File: config.mk
export PLATFORM = sky130hd
export DESIGN_NAME = sonar_scan_ctrl_flat
export DESIGN_NICKNAME = d
export VERILOG_FILES = /design/src/rtl/sonar_scan_if.sv /design/src/rtl/sonar_scan_ctrl.sv /design/src/flat_wrapper.sv
export SDC_FILE = /design/constraint.sdc
export NUM_CORES = 1
export LEC_CHECK = 0
export BUFFER_PORTS_ARGS = -buffer_cell sky130_fd_sc_hd__buf_4
export CORE_MARGIN = 2
export CORE_UTILIZATION = 50
export DETAILED_ROUTE_END_ITERATION = 10
export PLACE_DENSITY = 0.66
export SETUP_SLACK_MARGIN = 0.3
export SYNTH_ARGS = -nofsm -noshare
export SYNTH_HDL_FRONTEND = slang
export SYNTH_SLANG_ARGS = --single-unit
File: constraint.sdc
create_clock -name clock -period 3.92 [get_ports clock]
set_input_delay 0.392 -clock clock [delete_from_list [all_inputs] [get_ports clock]]
set_output_delay 0.392 -clock clock [all_outputs]
set_load 0.02 [all_outputs]
File: src/rtl/sonar_scan_if.sv
// Handshake bundle between the sonar scan controller and its surroundings:
// run enable, measurement/serial completion strobes and the controller outputs.
interface sonar_scan_if;
    logic       ligar;
    logic       sensor_pronto;
    logic       serial_pronto;
    logic       medicao;
    logic       transmissao;
    logic [2:0] sel;
    logic [2:0] posicao;
    logic       erro_timeout;
    logic       fim_ciclo;
    logic [3:0] db_estado;

    modport master (
        output ligar, sensor_pronto, serial_pronto,
        input  medicao, transmissao, sel, posicao, erro_timeout, fim_ciclo, db_estado
    );

    modport slave (
        input  ligar, sensor_pronto, serial_pronto,
        output medicao, transmissao, sel, posicao, erro_timeout, fim_ciclo, db_estado
    );
endinterface

File: src/rtl/sonar_scan_ctrl.sv
// Sonar scan sequencer: steps the servo through a 0..7..1 sweep, waits for the
// servo to settle, fires a measurement, then streams N_CHARS characters to the
// serial transmitter before moving on to the next position.
//
// state          | meaning
// ---------------+------------------------------------------------------
// INICIAL        | idle at position 0, waiting for ligar
// POSICIONA      | servo settling for SETTLE_CYCLES clocks
// MEDE           | one-cycle measurement start pulse
// AGUARDA_MEDIDA | waiting for sensor_pronto or the measurement timeout
// TRANSMITE      | one-cycle character transmit start pulse
// AGUARDA_SERIAL | waiting (unbounded) for serial_pronto
// PROXIMO_CHAR   | advance character index or finish the position
// PROXIMO_POS    | advance the sweep; sample ligar
module sonar_scan_ctrl #(
    parameter int SETTLE_CYCLES  = 1000,
    parameter int TIMEOUT_CYCLES = 50000,
    parameter int N_CHARS        = 6
) (
    input logic        clock,
    input logic        reset,
    sonar_scan_if.slave bus
);

    localparam int SW = $clog2(SETTLE_CYCLES + 1);
    localparam int TW = $clog2(TIMEOUT_CYCLES + 1);

    localparam logic [SW-1:0] SETTLE_LAST = SW'(SETTLE_CYCLES - 1);
    // Timeout fires when the counter is about to reach TIMEOUT_CYCLES-1, so the
    // medicao cycle plus the wait cycles add up to TIMEOUT_CYCLES clocks.
    localparam logic [TW:0]   TMO_LAST    = (TW + 1)'(TIMEOUT_CYCLES - 1);
    localparam logic [2:0]    SEL_LAST    = 3'(N_CHARS - 1);

    typedef enum logic [3:0] {
        INICIAL        = 4'd0,
        POSICIONA      = 4'd1,
        MEDE           = 4'd2,
        AGUARDA_MEDIDA = 4'd3,
        TRANSMITE      = 4'd4,
        AGUARDA_SERIAL = 4'd5,
        PROXIMO_CHAR   = 4'd6,
        PROXIMO_POS    = 4'd7
    } state_t;

    state_t        state_q, state_d;
    logic [SW-1:0] settle_cnt_q, settle_cnt_d;
    logic [TW-1:0] tmo_cnt_q, tmo_cnt_d;
    logic [2:0]    sel_q, sel_d;
    logic [2:0]    posicao_q, posicao_d;
    logic          dir_up_q, dir_up_d;
    logic          erro_q, erro_d;
    logic          medicao_q, medicao_d;
    logic          transmissao_q, transmissao_d;
    logic          fim_q, fim_d;

    logic [TW:0]   tmo_next;
    logic          tmo_hit;
    logic          settle_done;

    assign tmo_next    = {1'b0, tmo_cnt_q} + {{TW{1'b0}}, 1'b1};
    assign tmo_hit     = (tmo_next >= TMO_LAST);
    assign settle_done = (settle_cnt_q >= SETTLE_LAST);

    // Next-state, counters, sweep position and registered pulse outputs.
    always_comb begin
        state_d       = state_q;
        settle_cnt_d  = '0;
        tmo_cnt_d     = tmo_cnt_q;
        sel_d         = sel_q;
        posicao_d     = posicao_q;
        dir_up_d      = dir_up_q;
        erro_d        = erro_q;
        fim_d         = 1'b0;

        case (state_q)
            INICIAL: begin
                posicao_d = 3'd0;
                dir_up_d  = 1'b1;
                sel_d     = 3'd0;
                if (bus.ligar) state_d = POSICIONA;
            end
            POSICIONA: begin
                if (settle_done) begin
                    state_d   = MEDE;
                    // Clear the error flag on entry so it is already low
                    // during the medicao pulse of the new position.
                    erro_d    = 1'b0;
                    tmo_cnt_d = '0;
                end else begin
                    settle_cnt_d = settle_cnt_q + 1'b1;
                end
            end
            MEDE: begin
                erro_d    = 1'b0;
                tmo_cnt_d = '0;
                state_d   = AGUARDA_MEDIDA;
            end
            AGUARDA_MEDIDA: begin
                if (bus.sensor_pronto) begin
                    state_d = TRANSMITE;
                    sel_d   = 3'd0;
                end else if (tmo_hit) begin
                    erro_d  = 1'b1;
                    state_d = TRANSMITE;
                    sel_d   = 3'd0;
                end else begin
                    tmo_cnt_d = tmo_next[TW-1:0];
                end
            end
            TRANSMITE: begin
                state_d = AGUARDA_SERIAL;
            end
            AGUARDA_SERIAL: begin
                if (bus.serial_pronto) state_d = PROXIMO_CHAR;
            end
            PROXIMO_CHAR: begin
                if (sel_q < SEL_LAST) begin
                    sel_d   = sel_q + 3'd1;
                    state_d = TRANSMITE;
                end else begin
                    state_d = PROXIMO_POS;
                    // fim_ciclo is high during the PROXIMO_POS cycle of the 1->0 step.
                    fim_d   = !dir_up_q && (posicao_q == 3'd1);
                end
            end
            PROXIMO_POS: begin
                if (dir_up_q) begin
                    if (posicao_q == 3'd7) begin
                        dir_up_d  = 1'b0;
                        posicao_d = 3'd6;
                    end else begin
                        posicao_d = posicao_q + 3'd1;
                    end
                end else begin
                    if (posicao_q <= 3'd1) begin
                        posicao_d = 3'd0;
                        dir_up_d  = 1'b1;
                    end else begin
                        posicao_d = posicao_q - 3'd1;
                    end
                end
                state_d = bus.ligar ? POSICIONA : INICIAL;
            end
            default: begin
                state_d = INICIAL;
            end
        endcase

        medicao_d     = (state_d == MEDE);
        transmissao_d = (state_d == TRANSMITE);
    end

    // State and datapath registers with synchronous reset.
    always_ff @(posedge clock) begin
        if (reset) begin
            state_q       <= INICIAL;
            settle_cnt_q  <= '0;
            tmo_cnt_q     <= '0;
            sel_q         <= 3'd0;
            posicao_q     <= 3'd0;
            dir_up_q      <= 1'b1;
            erro_q        <= 1'b0;
            medicao_q     <= 1'b0;
            transmissao_q <= 1'b0;
            fim_q         <= 1'b0;
        end else begin
            state_q       <= state_d;
            settle_cnt_q  <= settle_cnt_d;
            tmo_cnt_q     <= tmo_cnt_d;
            sel_q         <= sel_d;
            posicao_q     <= posicao_d;
            dir_up_q      <= dir_up_d;
            erro_q        <= erro_d;
            medicao_q     <= medicao_d;
            transmissao_q <= transmissao_d;
            fim_q         <= fim_d;
        end
    end

    assign bus.medicao      = medicao_q;
    assign bus.transmissao  = transmissao_q;
    assign bus.sel          = sel_q;
    assign bus.posicao      = posicao_q;
    assign bus.erro_timeout = erro_q;
    assign bus.fim_ciclo    = fim_q;
    assign bus.db_estado    = state_q;

endmodule

File: src/flat_wrapper.sv
// flat-port wrapper written by rule: the top's interface ports become plain ports
module sonar_scan_ctrl_flat 
#(
    parameter int SETTLE_CYCLES  = 1000,
    parameter int TIMEOUT_CYCLES = 50000,
    parameter int N_CHARS        = 6
)
  (clock, reset, bus_ligar, bus_sensor_pronto, bus_serial_pronto, bus_medicao, bus_transmissao, bus_sel, bus_posicao, bus_erro_timeout, bus_fim_ciclo, bus_db_estado);
  sonar_scan_if bus_i ();
  input logic clock;
  input logic reset;
  input wire logic [$bits(bus_i.ligar)-1:0] bus_ligar;
  input wire logic [$bits(bus_i.sensor_pronto)-1:0] bus_sensor_pronto;
  input wire logic [$bits(bus_i.serial_pronto)-1:0] bus_serial_pronto;
  output wire logic [$bits(bus_i.medicao)-1:0] bus_medicao;
  output wire logic [$bits(bus_i.transmissao)-1:0] bus_transmissao;
  output wire logic [$bits(bus_i.sel)-1:0] bus_sel;
  output wire logic [$bits(bus_i.posicao)-1:0] bus_posicao;
  output wire logic [$bits(bus_i.erro_timeout)-1:0] bus_erro_timeout;
  output wire logic [$bits(bus_i.fim_ciclo)-1:0] bus_fim_ciclo;
  output wire logic [$bits(bus_i.db_estado)-1:0] bus_db_estado;
  assign bus_i.ligar = bus_ligar;
  assign bus_i.sensor_pronto = bus_sensor_pronto;
  assign bus_i.serial_pronto = bus_serial_pronto;
  assign bus_medicao = bus_i.medicao;
  assign bus_transmissao = bus_i.transmissao;
  assign bus_sel = bus_i.sel;
  assign bus_posicao = bus_i.posicao;
  assign bus_erro_timeout = bus_i.erro_timeout;
  assign bus_fim_ciclo = bus_i.fim_ciclo;
  assign bus_db_estado = bus_i.db_estado;
  sonar_scan_ctrl #(.SETTLE_CYCLES(SETTLE_CYCLES), .TIMEOUT_CYCLES(TIMEOUT_CYCLES), .N_CHARS(N_CHARS)) u_core (.clock(clock), .reset(reset), .bus(bus_i));
endmodule
==> impl_metrics.env <==
export IMPL_vias=2225
export IMPL_crit_required_ps=4110
export IMPL_wl_met3_um=249
export IMPL_tns_ps=0
export IMPL_syn_num_nets=325
export IMPL_die_h_um=74.39
export IMPL_syn_to_final_growth_pct=10.45
export IMPL_multi_input_comb_area_um2=1518
export IMPL_die_area_um2=5534
export IMPL_holdCritPathClass="in -> reg"
export IMPL_dp_slack_ps=934.0
export IMPL_mappedNetlistArea_um2=2477
export IMPL_wl_met2_um=2190
export IMPL_avgSynthCellArea_um2=7.915
export IMPL_io_pin_count=19
export IMPL_post_cts_resized=0
export IMPL_yosys_warnings=0
export IMPL_drtIter0Drc=118
export IMPL_grt_pass1_wl_um=8825
export IMPL_crit_type="reg -> reg"
export IMPL_core_area_um2=4755
export IMPL_wl_met1_um=2602
export IMPL_ys_types=57
export IMPL_cts_root_buf="clkbuf_8"
export IMPL_slew_violations=0
export IMPL_worst_slew_pin_slew_ps=555.9
export IMPL_track_usage_pct=20.35
export IMPL_clock_latency_ps=290
export IMPL_die_width_um=74.39
export IMPL_holdBufCountCts=0
export IMPL_worstSetupEndpointType="register"
export IMPL_cts_made_buffers=5
export IMPL_antenna_found_initial=0
export IMPL_path_clk_slew_ps=80
export IMPL_antenna_cells=0
export IMPL_yosysSeqAreaShare_pct=33.13
export IMPL_timing_final_crit_share_pct=75.72
export IMPL_gp_congestion=0.8817
export IMPL_p_leak_nw=1.051
export IMPL_cts_tree="done"
export IMPL_setup_viol=0
export IMPL_first_global_vias=1942
export IMPL_nFillCells=463
export IMPL_grt_overflow=0
export IMPL_status="complete, no violations"
export IMPL_top_layer_used="met4"
export IMPL_final_antenna_net_count=0
export IMPL_fin_nets=332
export IMPL_max_freq_mhz=336.9
export IMPL_ys_flop_type="dfxtp_1"
export IMPL_maxSlewHeadroom_pct=62.71
export IMPL_crit_path_start_kind="register"
export IMPL_grt_max_degree=19
export IMPL_wl_per_cell_um=13.12
export IMPL_clkSinkCount=41
export IMPL_powerDensity_nw_per_um2=308.7
export IMPL_synth_edff_count=0
export IMPL_max_cap_viol_count=0
export IMPL_start_util_pct=52.11
export IMPL_routed_via_density=5.735
export IMPL_worst_slack_ps=951.6
export IMPL_synthArstFlopShare_pct=0
export IMPL_ir_worst_vdd_mv=0.2196
export IMPL_clockBufferDepth=2
export IMPL_min_period_ps=2968
export IMPL_syn_inst=313
export IMPL_postCtsSetupBuffers=0
export IMPL_rsz0062_at_grt="no"
export IMPL_wirelength_um=5092
export IMPL_fp_row_count=25
export IMPL_dp_hpwl_um=3634
export IMPL_drt_pass1_iterations=5
export IMPL_crit_fanout=15
export IMPL_htree_levels=2
export IMPL_drive_gt1_share_pct=12.46
export IMPL_drc=0
export IMPL_ys_ff_latch=41
export IMPL_power_mw=0.8449
export IMPL_hold_viol_final=0
export IMPL_seqCellArea_um2=820.8
export IMPL_cp_arrival_ps=3160
export IMPL_skew_ps=6.207
export IMPL_io_buffers=18
export IMPL_postLayoutCoreUtil_pct=57.55
## power breakdown
group / total, mW / switching, mW / internal, mW
sequential: 0.420 / 0.00263 / 0.417
combinational: 0.0223 / 0.0136 / 0.00871
clock: 0.403 / 0.150 / 0.253
## per-layer routing
layer	track usage, %	up-vias
met5	0	-
met4	8.929	0
met3	4.607	4
met2	29.60	47
met1	28.76	1034
li1	-	1140
## synth_stat cells (all sizes together) (2+ instances only)
| master | count | area share, % |
|---|---|---|
| o22ai | 2 | 0.50 |
| and2 | 2 | 0.61 |
| nor2 | 37 | 5.6 |
| nand2b | 2 | 0.50 |
| clkbuf | 8 | 1.2 |
| xnor2 | 5 | 1.8 |
| or2 | 2 | 0.50 |
| xor2 | 7 | 2.5 |
| o221ai | 2 | 0.71 |
| a21boi | 2 | 0.61 |
| o21a | 2 | 0.91 |
| a21oi | 15 | 3.2 |
| a31oi | 3 | 0.76 |
| or3 | 4 | 1.0 |
| a21o | 4 | 1.2 |
| dfxtp | 41 | 33 |
| a2bb2oi | 2 | 0.71 |
| or4 | 2 | 0.61 |
| buf | 12 | 3.2 |
| o41ai | 2 | 0.71 |
| nand2 | 32 | 4.8 |
| nor2b | 4 | 1.0 |
| inv | 8 | 1.2 |
| and3 | 12 | 3.2 |
| o21ai | 22 | 4.6 |
| nand4 | 2 | 0.50 |
| nor3 | 16 | 3.2 |
| and4 | 2 | 0.71 |
| nor3b | 5 | 1.5 |
| a211oi | 2 | 0.61 |
| ha | 7 | 3.5 |
| a211o | 7 | 2.5 |
| nand3 | 15 | 3.5 |
| o21bai | 6 | 1.8 |
| a221oi | 2 | 0.71 |
## layout by cell type (no fill, tap or decap), types with 4 or more instances in the layout
cell type  synthesis  layout
a211o_1            7       7
a21o_1             4       4
a21oi_1           14      14
and3_1            11      11
buf_4              0      20
clkbuf_8           0       5
dfxtp_1           41      41
ha_1               7       7
inv_1              8       8
nand2_1           32      32
nand3_1           14      14
nor2_1            37      37
nor2b_1            4       4
nor3_1            16      16
nor3b_1            5       5
o21ai_0           21      21
o21bai_1           6       6
or3_1              4       4
xnor2_1            5       5
xor2_1             7       7
## area by class of cell
type,count,area share [%]
tap,67,3.064
inverter,8,1.097
sequential,41,30.00
multi-input combinational,244,55.46
timing repair buffer,20,5.487
clock buffer,5,2.515
clock inverter,3,2.378
## worst max-delay path: stages, from the launching register on
cell	delay, ps
dfxtp_1	430
ha_1	310
and3_1	310
nand3_1	150
o41ai_1	270
nand2_1	110
a41o_4	320
o21ai_2	350
buf_4	280
nor2_1	70
a211o_1	260
## kinds of logic (layout without fill, tap and decap cells)
| logic type | Yosys count | in the layout | synth area share [%] |
|---|---|---|---|
| AOI/OAI and AO/OA | 84 | 84 | 24.75 |
| xor gates and xnor gates | 12 | 12 | 4.242 |
| adders and majority gates | 7 | 7 | 3.535 |
| buffers and inverters | 28 | 36 | 5.606 |
| DFF | 41 | 41 | 33.13 |
| muxes | 1 | 1 | 0.4041 |
| other | 1 | 1 | 0.1514 |
| and+or+nand+nor | 139 | 139 | 28.18 |
## path summary, 6_finish.rpt
check / cells after the start / slack, ps / to / start
max: 10 / 950 / u_core.tmo_cnt_q[6]$_SDFFE_PP0P_ / u_core.tmo_cnt_q[0]$_SDFFE_PP0P_
min: 2 / 410 / u_core.bus.sel[0]$_SDFFE_PP0P_ / reset
max reg2reg: 10 / 950 / u_core.tmo_cnt_q[6]$_SDFFE_PP0P_ / u_core.tmo_cnt_q[0]$_SDFFE_PP0P_
min reg2reg: 1 / 470 / u_core.settle_cnt_q[0]$_SDFF_PP0_ / u_core.settle_cnt_q[0]$_SDFF_PP0_
## flip-flops by register name, indices dropped and copies added (netlist names)
name and count:
u_core.bus.db_estado 4, u_core.bus.erro_timeout 1, u_core.bus.fim_ciclo 1, u_core.bus.medicao 1
u_core.bus.posicao 3, u_core.bus.sel 3, u_core.bus.transmissao 1, u_core.dir_up_q 1
u_core.settle_cnt_q 10, u_core.tmo_cnt_q 16
## through the flow
stage | hold slack, ps | std cells | instance area, um2
finish | 407.1 | 388 | 2736
global route | 417.3 | 388 | 2736
CTS | 400.8 | 388 | 2736
detailed placement | 459.9 | 380 | 2603
global placement | 445.1 | 380 | 2603
floorplan | 430.5 | 313 | 2477
Note: power is estimated with default switching activity, not from simulation.
